### src/rtl/multiply_pipe.sv
// multiply_pipe: pipelined signed multiply / multiply-accumulate
// with stb/rdy handshakes, optional rescale and saturation.
module multiply_pipe #(
  parameter int ARGW   = 16,
  parameter int RESW   = 2*ARGW,
  parameter int STAGES = 3,
  parameter int FRAC   = 0,
  parameter bit SAT    = 1'b1
) (
  input  logic              clk,
  input  logic              rst,
  input  logic              arg_stb,
  input  logic [2*ARGW-1:0] arg_dat,
  input  logic              arg_acc,
  input  logic              arg_clr,
  output logic              arg_rdy,
  output logic              res_stb,
  output logic [RESW-1:0]   res_dat,
  output logic              res_ovf,
  input  logic              res_rdy
);
  localparam int PW = 2*ARGW;
  localparam int SW = ((RESW > PW) ? RESW : PW) + 2;
  localparam int PD = (STAGES > 1) ? STAGES-1 : 1;

  typedef struct packed {
    logic          v;
    logic          acc;
    logic          clr;
    logic [PW-1:0] p;
  } stg_t;

  stg_t stg_q [PD];
  stg_t stg_d [PD];
  stg_t in_s;
  stg_t tl_s;

  logic adv;

  logic signed [PW-1:0] a_x;
  logic signed [PW-1:0] b_x;
  logic signed [PW-1:0] prod;
  logic signed [PW-1:0] shf;
  logic signed [SW-1:0] s_x;
  logic signed [SW-1:0] a_acc;
  logic signed [SW-1:0] sum;
  logic [SW-RESW:0]     hi;
  logic                 ovf;
  logic [RESW-1:0]      lim;

  logic            res_stb_q, res_stb_d;
  logic [RESW-1:0] res_dat_q, res_dat_d;
  logic            res_ovf_q, res_ovf_d;
  logic [RESW-1:0] acc_q, acc_d;

  assign adv     = ~(res_stb_q & ~res_rdy);
  assign arg_rdy = adv;
  assign res_stb = res_stb_q;
  assign res_dat = res_dat_q;
  assign res_ovf = res_ovf_q;

  assign a_x  = {{ARGW{arg_dat[ARGW-1]}}, arg_dat[ARGW-1:0]};
  assign b_x  = {{ARGW{arg_dat[PW-1]}}, arg_dat[PW-1:ARGW]};
  // 2*ARGW bits hold any ARGW x ARGW signed product exactly
  assign prod = a_x * b_x;

  always_comb begin
    in_s     = '0;
    in_s.v   = arg_stb & adv;
    in_s.acc = arg_acc;
    in_s.clr = arg_clr;
    in_s.p   = prod;
  end

  assign tl_s = (STAGES > 1) ? stg_q[PD-1] : in_s;

  assign shf   = $signed(tl_s.p) >>> FRAC;
  assign s_x   = {{(SW-PW){shf[PW-1]}}, shf};
  assign a_acc = (tl_s.acc && !tl_s.clr)
               ? {{(SW-RESW){acc_q[RESW-1]}}, acc_q}
               : '0;
  assign sum   = a_acc + s_x;

  // in range only if all bits above the result sign bit match it
  assign hi  = sum[SW-1:RESW-1];
  assign ovf = !((&hi) || !(|hi));

  always_comb begin
    lim = sum[RESW-1:0];
    if (ovf && SAT) begin
      lim = sum[SW-1] ? {1'b1, {(RESW-1){1'b0}}}
                      : {1'b0, {(RESW-1){1'b1}}};
    end
  end

  // accumulate ops chain through acc_q in the order they reach the end
  always_comb begin
    stg_d     = stg_q;
    res_stb_d = res_stb_q;
    res_dat_d = res_dat_q;
    res_ovf_d = res_ovf_q;
    acc_d     = acc_q;
    if (adv) begin
      stg_d[0] = in_s;
      for (int i = 1; i < PD; i++) begin
        stg_d[i] = stg_q[i-1];
      end
      res_stb_d = tl_s.v;
      if (tl_s.v) begin
        res_dat_d = lim;
        res_ovf_d = ovf;
        if (tl_s.acc) begin
          acc_d = lim;
        end
      end
    end
  end

  always_ff @(posedge clk) begin
    if (rst) begin
      for (int i = 0; i < PD; i++) begin
        stg_q[i] <= '0;
      end
      res_stb_q <= 1'b0;
      res_dat_q <= '0;
      res_ovf_q <= 1'b0;
      acc_q     <= '0;
    end else begin
      stg_q     <= stg_d;
      res_stb_q <= res_stb_d;
      res_dat_q <= res_dat_d;
      res_ovf_q <= res_ovf_d;
      acc_q     <= acc_d;
    end
  end

endmodule

### config.mk
export PLATFORM = sky130hd
export DESIGN_NAME = multiply_pipe
export DESIGN_NICKNAME = d
export VERILOG_FILES = /design/src/rtl/multiply_pipe.sv
export SDC_FILE = /design/constraint.sdc
export NUM_CORES = 1
export LEC_CHECK = 0
export BUFFER_PORTS_ARGS = -buffer_cell sky130_fd_sc_hd__clkbuf_2
export CAP_MARGIN = 20
export CORE_MARGIN = 4
export CORE_UTILIZATION = 55
export CTS_BUF_LIST = sky130_fd_sc_hd__clkbuf_4
export DETAILED_ROUTE_END_ITERATION = 10
export GPL_ROUTABILITY_DRIVEN = 0
export PLACE_DENSITY = 0.72
export SYNTH_ARGS = -nofsm -noshare
export SYNTH_HDL_FRONTEND = slang
export SYNTH_SLANG_ARGS = --single-unit
### constraint.sdc
create_clock -name clk -period 11.7 [get_ports clk]
set_input_delay 1.17 -clock clk [delete_from_list [all_inputs] [get_ports clk]]
set_output_delay 1.17 -clock clk [all_outputs]
set_load 0.01 [all_outputs]
### Word level (Yosys, flattened, before mapping)

Cells that the tools add are included.

| storage, ports and cells | value |
|---|---|
| bits in latches | 0 |
| memories kept | 0 |
| input bits | 38 |
| register bits | 136 |
| output and inout port bits | 35 |
| bits in read-only memories | 0 |
| RAM bits | 0 |
| word-level logic and storage cells | 30 |

| operators by class | value |
|---|---|
| reduce and logical (&&, ||, !) cells | 9 |
| add/sub/neg operators | 1 |
| shift operators | 0 |
| multiplexer cells | 3 |
| div/mod/pow operators | 0 |
| multipliers | 1 |
| order comparisons | 0 |
| bitwise gates (word level) | 4 |
| equal/unequal tests | 0 |

Operators by type and width:

| kind | number |
|---|---|
| two-way mux 32 bit | 2 |
| adder 34 x 32 -> 34 bit | 1 |
| two-way mux 34 bit | 1 |
| multiplier 16 x 16 -> 32 bit | 1 |
| AND reduction 3 bit | 2 |
| zero test 1 bit | 3 |
| OR reduction 3 bit | 1 |
| AND 1 bit | 2 |
| NOT 1 bit | 2 |
| AND reduction 2 bit | 1 |
| logical AND 1 bit | 1 |
| logical OR 1 bit | 1 |

### Depth between registers and ports, before layout

Gate-level depths: netlist of run 1.

| logic depth | value |
|---|---|
| word-level depth | 8 |
| mapped depth | 23 |
| depth with buffers taken out | 22 |

### Worst setup path after synthesis of run 1

No wires, ideal clock.

| timing | value |
|---|---|
| path type | input-to-reg |
| start point | in arg_dat[15] |
| end point | reg stg_q[66] (netlist bit) |
| required time | 11561 ps |
| data arrival time | 6663 ps |
| library setup time | 139 ps |
| slack | 4898 ps |
| stages | 19 |
| path buffers | 1 |
| cell sequence | clkbuf_1 -> nand2_1 -> inv_1 -> fa_1 -> fa_1 -> fa_1 -> fa_1 -> fa_1 -> inv_1 -> fa_1 -> inv_1 -> ha_1 -> and3_1 -> nor2b_1 -> and3_1 -> a221oi_1 -> o21bai_1 -> nor4b_1 -> nor4_1 |

| on the way | value |
|---|---|
| word-level cells in the longest chain between the ends | 1 |

RTL lines:

| item | line | text |
|---|---|---|
| start: declaration | 13 | `input logic [2*ARGW-1:0] arg_dat,` |
| multiplier 16 x 16 -> 32 bit | 65 | `assign prod = a_x * b_x;` |
| end signal: assignment | 129 | `stg_q <= stg_d;` |
| end: declaration | 33 | `stg_t stg_q [PD];` |

No other way between the ends.
A chain may end at the register's enable or synchronous reset.

### Final worst setup path of run 1

| timing | value |
|---|---|
| start point | in arg_dat[17] |
| end point | reg stg_q[66] (netlist bit) |

The elaborated chain is that of the path after synthesis.

==> flow_summary_export.csv, run 1 <==
group,metric,value,unit
cells_and_area,final_cell_area,0.0183,mm2
critical_path,cp-startpoint,"arg_dat[17]",
critical_path,path_class,"in -> reg",
critical_path,start_kind,"input pin",
synth,synth_top_area_share,30.3,%
die,ioPinCount,73,
global_route,grt_pass1_wl,69000,um
sta,setup_violations,0,
detailed_routing,wire_per_inst,16.0,um
sta,fin_tns_setup,0,ns
status,outcome,"finished clean",
die,initial_utilization,56.2,%
synth,avgSynthCellArea,8.62,um2
detailed_routing,ant_nets,0,
sta,relSlewSlack,36.5,%
min_path,hold_class,"reg -> reg",
clocking,cts_buffers,17,
cells_and_area,fin_nets,2434,
synth,async_flop_share,0,%
detailed_routing,drt_iter0_markers,791,
clocking,cts_root_buf,"clkbuf_4",
cells_and_area,drive_above_1_share,9.21,%
sta,min_period,6.98,ns
critical_path,rrSetupSlack,7.02,ns
clocking,clk_latency,0.55,ns
die,coreArea,0.0309,mm2
cells_and_area,fin_util,59.2,%
sta,timing.final.crit_share,59.6,%
critical_path,r2r_end,"res_dat[13]",
global_route,antenna_found_initial,1,
clocking,cts.sinks,136,
run,maxCapViolCount,0,
clocking,hold_buffers,0,
critical_path,crit_path_frequent_cell,"fa_1",
critical_path,r2r-start,"stg_q[33]",
critical_path,cpPeakStageDelay,0.76,ns
die,die_area,0.0345,mm2
die,die_x,186,um
clocking,cts_tree,"yes",
synth,syn_area,0.0174,mm2
sta,rsz0062_at_grt,"no",
synth,syn_nets,2431,
critical_path,crit_end,"stg_q[66]",
global_route,grt.total_usage,24.3,%
synth,synth_top_cell_by_area,"fa_1",
synth,synth-seq-cells,136,
die,die_height,186,um
critical_path,crit_path_end_kind,"flop",
clocking,clk_path_buf_depth,2,
critical_path,crit_slowest_cell,"fa_1",
synth,synth.most_common_cell,"nand2_1",
sta,max_freq,143,MHz
global_route,overflow,0,
synth,synth.area.top_cells,"fa_1 30%, dfxtp_1 16%, ha_1 8.2%",
detailed_routing,wl,39000,um
synth,synth_edf_count,0,
detailed_routing,vias_per_cell,5.69,
clocking,cts_setup_buffers,0,
detailed_routing,vias,13800,
synth,ys_seq_area_share,15.7,%
synth,synthTopCellsByCount,"308 x nand2_1, 301 x inv_1, 263 x fa_1",
clocking,cts_resized,0,
synth,yosysWarnings,0,
cells_and_area,area_delta_synth_final,5.36,%
placed_design,place_area,0.0180,mm2
synth,ys.flop_type,"dfxtp_1",
placed_design,numPortBuffers,72,
critical_path,reg2reg_depth,13,
clocking,h-tree-depth,4,
synth,synthCells,2016,
sta,drv_slew,0,
clocking,cts.clk_slew.worst_paths,0.13,ns
global_route,grt_max_degree,91,
sta,worst_pin_slew,0.952,ns
critical_path,required,12.11,ns
placed_design,hpwl,30000,um
detailed_routing,dr.pass1.iters,5,
sta,hold_viol,0,
critical_path,path_cells,"clkbuf_2, nand2_1, inv_1, fa_1, fa_1, fa_1, fa_1, fa_1, inv_1, fa_1, inv_1, ha_1, a21oi_1, o211ai_1, o41ai_1, o21ai_0, a221oi_1, o21bai_1, nor4b_1, nor4_1",
detailed_routing,drc,0,
synth,ys_types,69,
critical_path,crit_arrival,7.39,ns
sta,skew,0.0209,ns
die,row_count,64,
global_route,grt_pass1_vias,14700,
critical_path,worst-path-max-fanout,16,
layer usage:
| layer | global-route usage, % | wire [um] | up-vias | share of wire (%) |
|---|---|---|---|---|
| li1 | - | - | 6498 | - |
| met1 | 31.1 | 16400 | 6934 | 42 |
| met2 | 42.9 | 20000 | 305 | 51 |
| met3 | 3.09 | 1470 | 83 | 3.8 |
| met4 | 7.40 | 1110 | 0 | 2.8 |
| met5 | 0 | 0 | - | 0 |
kinds of logic (layout without fill, tap and decap cells):
family	Yosys count	after routing	share of synthesized area (%)
AO/OA/AOI/OAI	348	348	15.2
XOR/XNOR	47	47	2.41
adder cells (fa/ha/maj)	377	377	38.5
buffers and inverters	401	416	8.86
flip-flops	136	136	15.7
multiplexers	9	9	0.533
other	0	1	0
AND/OR/NAND/NOR	698	698	18.8
registers in the layout, summed over array words and instances, names as in the netlist:
| signal | cells |
|---|---|
| shf | 32 |
| res_ovf | 1 |
| acc_q | 32 |
| res_dat | 32 |
| stg_q | 38 |
| res_stb | 1 |
worst max-delay path: cells and delay by family:
kind	cells	cell delay (ns)
AO/OA/AOI/OAI	6	1.60
buffers and inverters	4	0.44
AND/OR/NAND/NOR	3	0.57
adder cells (fa/ha/maj)	7	3.57
cell usage in the layout, fill, tap and decap left out, types with 6 or more instances in the layout:
cell	instances
mux2i_1	7
nor2_1	131
nand2b_1	13
nor2b_1	7
inv_1	300
a211oi_1	16
nand4_1	8
and2_1	151
o21bai_1	12
o21ai_0	56
xor2_1	14
ha_1	114
dfxtp_1	136
o22ai_2	11
xnor2_1	32
buf_4	13
o32ai_2	38
clkbuf_4	17
nor3_1	13
o21a_1	6
a31oi_1	8
nand3_1	20
and3_1	10
fa_1	263
nand2_1	308
o211ai_1	9
a21oi_1	118
or2_2	7
a21o_1	20
clkbuf_2	71
worst min-delay path by stage:
stage                    from        end  slack [ns]  cells past startpoint
floorplan           stg_q[67]  stg_q[67]        0.43                      2
global placement    stg_q[43]  stg_q[43]        0.44                      2
detailed placement  stg_q[37]  stg_q[37]        0.45                      2
global route        stg_q[49]    shf[14]        0.48                      2
CTS                 stg_q[49]    shf[14]        0.46                      2
finish              stg_q[48]  stg_q[48]        0.46                      2
per-stage QoR:
| step | cells | hold slack, ns | worst slack (ns) |
|---|---|---|---|
| 6_report | 2428 | 0.461 | 4.72 |
| 5_1_grt | 2428 | 0.479 | 4.26 |
| 4_1_cts | 2427 | 0.465 | 4.74 |
| 3_5_place_dp | 2396 | 0.446 | 4.17 |
| 3_3_place_gp | 2396 | 0.443 | 4.38 |
| 2_1_floorplan | 2016 | 0.432 | 4.90 |
cell type report:
cell class / count / area, um2
antenna: 1 / 2.50
clock buffer: 17 / 128
clock inverter: 14 / 223
fill: 2715 / 12600
inverter: 301 / 1130
multi-input combinational: 1479 / 13200
sequential: 136 / 2720
tap: 396 / 495
timing repair buffer: 84 / 453
Power of run 1 is left out: the tool's default activity adds up to more than one toggle a clock period on the data nets, which glitch-free logic cannot reach.
==> inputs of run 2 (changes only) <==
==> constraint.sdc (replaced) <==
create_clock -name clk -period 6.6 [get_ports clk]
set_input_delay 0.66 -clock clk [delete_from_list [all_inputs] [get_ports clk]]
set_output_delay 0.66 -clock clk [all_outputs]
set_load 0.01 [all_outputs]
==> flow_summary_export.csv, run 2 (synthesized netlist as in run 1, its figures left out) <==
group,metric,value,unit
detailed_routing,drt_iter0_markers,771,
cells_and_area,drive_above_1_share,10.9,%
clocking,cts.clk_slew.worst_paths,0.14,ns
cells_and_area,ff_latch_area,0.00272,mm2
sta,fin_tns_setup,0,ns
clocking,cts_setup_buffers,0,
sta,drv_slew,0,
critical_path,crit_arrival,6.59,ns
clocking,cts.sinks,136,
detailed_routing,vias_per_cell,5.65,
detailed_routing,dr.max_layer_used,"met4",
clocking,clk_path_buf_depth,2,
sta,timing.final.crit_share,92.6,%
cells_and_area,most-common-layout-cells,"308 x nand2_1, 300 x inv_1, 263 x fa_1",
detailed_routing,dr.pass1.iters,5,
clocking,cts_resized,0,
cells_and_area,final_common_cell,"nand2_1",
cells_and_area,fillers,2731,
clocking,cts_buffers,17,
detailed_routing,met1_length,16000,um
detailed_routing,wl,39500,um
sta,relSlewSlack,30.8,%
run,maxCapViolCount,0,
critical_path,crit_slowest_cell,"fa_1",
min_path,hold_class,"in -> reg",
detailed_routing,vias,13900,
placed_design,numPortBuffers,72,
global_route,antenna_found_initial,1,
sta,max_freq,164,MHz
detailed_routing,wire_per_inst,16.0,um
sta,skew,0.0311,ns
sta,hold_viol,0,
critical_path,cp-startpoint,"arg_dat[15]",
die,initial_utilization,56.2,%
cells_and_area,largest_register_ffs,38,
critical_path,reg2reg_depth,13,
cells_and_area,regMostFlops,"stg_q",
die,die_area,0.0345,mm2
cells_and_area,area_delta_synth_final,7.11,%
sta,rsz0062_at_grt,"no",
critical_path,crit_end,"stg_q[66]",
die,row_count,64,
clocking,h-tree-depth,4,
die,die_x,186,um
detailed_routing,wl_met2,20500,um
die,coreArea,0.0309,mm2
clocking,clk_latency,0.56,ns
cells_and_area,multiInputGateArea,0.0132,mm2
die,ioPinCount,73,
detailed_routing,drc,0,
critical_path,worst-path-max-fanout,9,
clocking,cts_root_buf,"clkbuf_4",
global_route,grt_max_degree,85,
sta,min_period,6.11,ns
sta,setup_violations,0,
global_route,grt.total_usage,24.3,%
global_route,grt_pass1_wl,69200,um
critical_path,required,7.08,ns
critical_path,start_kind,"input pin",
critical_path,path_cells,"clkbuf_2, nand2_1, inv_1, fa_1, fa_1, fa_1, fa_1, fa_1, inv_1, fa_1, inv_1, ha_1, a21oi_1, o211ai_1, o41ai_1, o21ai_0, a221oi_1, buf_4, o21bai_1, nor4bb_1, nor4_1",
critical_path,crit_path_end_kind,"flop",
critical_path,crit_path_frequent_cell,"fa_1",
die,die_height,186,um
critical_path,cpPeakStageDelay,0.74,ns
global_route,grt_pass1_vias,14800,
clocking,cts_tree,"yes",
detailed_routing,routed-wl-met3,1700,um
min_path,holdPathStages,3,
detailed_routing,ant_nets,0,
global_route,overflow,0,
critical_path,r2r_end,"acc_q[7]",
status,outcome,"finished clean",
sta,worst_pin_slew,1.04,ns
critical_path,rrSetupSlack,1.49,ns
critical_path,path_class,"in -> reg",
cells_and_area,fin_nets,2472,
critical_path,r2r-start,"stg_q[33]",
placed_design,hpwl,30700,um
clocking,hold_buffers,0,
[run 2: worst min path at each step]
stage               startpoint        end  slack [ns]
floorplan            stg_q[67]  stg_q[67]        0.43
finish                 arg_clr  stg_q[67]        0.34
global placement     stg_q[32]  stg_q[32]        0.44
CTS                    arg_clr  stg_q[67]        0.32
detailed placement   stg_q[37]  stg_q[37]        0.44
global route           arg_acc  stg_q[68]        0.31
[run 2: stage by stage]
stage / utilization (%) / worst slack (ns) / instance area (um2) / hold WS, ns / cells
6_report: 60.2 / 0.488 / 18600 / 0.339 / 2466
5_1_grt: 60.2 / 0.0496 / 18600 / 0.314 / 2466
4_1_cts: 60.1 / 0.545 / 18600 / 0.317 / 2464
3_5_place_dp: 59.0 / -0.0226 / 18200 / 0.445 / 2433
3_3_place_gp: 59.0 / 0.0231 / 18200 / 0.442 / 2433
2_1_floorplan: - / 0.308 / 17400 / 0.432 / 2016
[run 2: layer usage]
layer | vias up | GRT usage [%]
met5 | - | 0
met4 | 0 | 7.81
met3 | 96 | 2.81
met2 | 363 | 43.9
met1 | 6899 | 30.6
li1 | 6569 | -
[run 2: layout make-up]
type / instances / share of cell area [%]
well taps: 396 / 2.66
flip-flops and latches: 136 / 14.6
clock buffers: 17 / 0.686
repair buffers: 122 / 4.07
clock inverters: 14 / 1.18
inverters: 301 / 6.07
multi-input cells: 1479 / 70.7
diodes: 1 / 0.0134
[run 2: worst max-delay path: cells and delay by family]
family                   cells  cell delay [ns]
AND/OR/NAND/NOR              3             0.57
buffers and inverters        5             0.57
AO/OA/AOI/OAI                6             1.28
adder cells (fa/ha/maj)      7             3.52
Power of run 2 is left out for the same reason.
==> inputs of run 3 (changes only) <==
--- a/config.mk
+++ b/config.mk
@@ -9,9 +9,9 @@
 export CAP_MARGIN = 20
 export CORE_MARGIN = 4
 export CORE_UTILIZATION = 55
-export CTS_BUF_LIST = sky130_fd_sc_hd__clkbuf_4
 export DETAILED_ROUTE_END_ITERATION = 10
 export GPL_ROUTABILITY_DRIVEN = 0
+export GPL_TIMING_DRIVEN = 0
 export PLACE_DENSITY = 0.72
 export SYNTH_ARGS = -nofsm -noshare
 export SYNTH_HDL_FRONTEND = slang
==> flow_summary_export.csv, run 3 (synthesized netlist as in run 1, its figures left out) <==
group,metric,value,unit
clocking,cts.clk_slew.worst_paths,0.06,ns
die,die_area,0.0345,mm2
sta,timing.final.crit_share,96.5,%
clocking,hold_buffers,0,
clocking,clk_path_buf_depth,2,
detailed_routing,wl,45200,um
cells_and_area,fillers,2725,
critical_path,crit_path_end_kind,"flop",
min_path,holdPathStages,2,
detailed_routing,vias,14500,
cells_and_area,fin_nets,2518,
global_route,grt_max_degree,17,
die,ioPinCount,73,
critical_path,crit_arrival,6.65,ns
critical_path,path_class,"in -> reg",
critical_path,r2r-start,"stg_q[33]",
cells_and_area,area_delta_synth_final,9.09,%
critical_path,cp-startpoint,"arg_dat[15]",
critical_path,reg2reg_depth,14,
cells_and_area,final_common_cell,"nand2_1",
critical_path,rrSetupSlack,1.95,ns
status,outcome,"finished clean",
global_route,grt_pass1_wl,76500,um
run,maxCapViolCount,0,
cells_and_area,ff_latch_area,0.00272,mm2
die,row_count,64,
sta,worst_pin_slew,0.922,ns
detailed_routing,ant_nets,0,
cells_and_area,largest_register_ffs,38,
sta,min_period,6.37,ns
sta,drv_slew,0,
critical_path,worst-path-max-fanout,10,
clocking,h-tree-depth,4,
global_route,grt.total_usage,27.9,%
placed_design,hpwl,37200,um
clocking,cts_buffers,17,
detailed_routing,drc,0,
cells_and_area,fin_util,61.3,%
die,die_x,186,um
global_route,overflow,0,
min_path,hold_class,"reg -> reg",
sta,skew,0.0112,ns
detailed_routing,vias_per_cell,5.76,
clocking,cts_tree,"yes",
die,coreArea,0.0309,mm2
cells_and_area,drive_above_1_share,10.3,%
clocking,cts_root_buf,"clkbuf_16",
placed_design,dp_cells,2484,
sta,hold_viol,0,
sta,setup_violations,0,
sta,max_freq,157,MHz
critical_path,required,6.88,ns
cells_and_area,most-common-layout-cells,"308 x nand2_1, 301 x inv_1, 261 x fa_1",
cells_and_area,stdcell_count,2513,
clocking,clk_latency,0.44,ns
cells_and_area,multiInputGateArea,0.0132,mm2
critical_path,start_kind,"input pin",
placed_design,numPortBuffers,72,
min_path,whs_endpoint,"stg_q[32]",
cells_and_area,regMostFlops,"stg_q",
die,die_height,186,um
global_route,antenna_found_initial,1,
detailed_routing,drt_iter0_markers,1103,
detailed_routing,dr.pass1.iters,5,
detailed_routing,wire_per_inst,18.0,um
global_route,grt_pass1_vias,15300,
die,initial_utilization,56.2,%
sta,relSlewSlack,38.5,%
min_path,holdCritStartpoint,"stg_q[32]",
clocking,cts.sinks,136,
critical_path,r2r_end,"acc_q[14]",
-- run 3: cell count changes in the layout (fill, tap and decap cells not counted), sizes merged --
| cell | change |
|---|---|
| buf | -28 |
| bufinv | -3 |
| clkbuf | +76 |
| clkinvlp | -1 |
| inv | +3 |
-- run 3: what timing repair did --
item,4_1_cts,5_1_grt
resized for setup,10,48
setup endpoints to repair,7,14
buffers inserted,0,2
pin swaps,0,4
-- run 3: metal layers --
layer  GRT usage (%)  up-vias  wire [um]
li1                -     6662          -
met3            4.46      112       3080
met4            9.15        0       1420
met5               0        -          0
met1            38.3     7227      19100
met2            45.6      481      21600
-- run 3: worst max-delay path by stage --
stage	endpoint	slack (ns)	cells after the start
final	stg_q[66]	0.23	22
after global routing	stg_q[66]	-0.04	22
after CTS	stg_q[66]	0.001	21
after detailed placement	stg_q[66]	-0.64	19
after global placement	stg_q[66]	-0.60	21
after floorplan	stg_q[66]	0.31	19
-- run 3: critical path, cell delays in order --
cell and delay (ns):
clkbuf_2 0.20, clkbuf_4 0.27, nand2_1 0.11, inv_1 0.13
fa_2 0.49, buf_12 0.16, fa_1 0.54, fa_1 0.45
fa_1 0.51, fa_1 0.49, inv_1 0.05, fa_1 0.47
inv_1 0.04, ha_1 0.37, and4_1 0.29, and3_1 0.25
nor2b_1 0.22, and3_1 0.23, a221oi_4 0.09, o21bai_1 0.23
nor4bb_2 0.32, nor4_1 0.08
-- run 3: area by class of cell --
cell class / instances / share of cell area, %
Antenna cell: 1 / 0.0132
Buffer: 93 / 2.20
Clock buffer: 19 / 2.39
Clock inverter: 13 / 0.818
Inverter: 301 / 5.96
Multi-Input combinational cell: 1479 / 69.6
Sequential cell: 136 / 14.4
Tap cell: 396 / 2.61
Timing Repair Buffer: 75 / 2.07
-- run 3: metrics by stage --
step,setup WS [ns],area (um2),hold slack (ns),TNS (ns)
floorplan,0.308,17400,0.432,0
global placement,-0.603,18200,0.438,-4.27
detailed placement,-0.637,18200,0.447,-5.73
CTS,0.00131,18800,0.453,0
global route,-0.0369,19000,0.470,-0.0377
finish,0.233,19000,0.450,0
Power of run 3 is left out for the same reason.
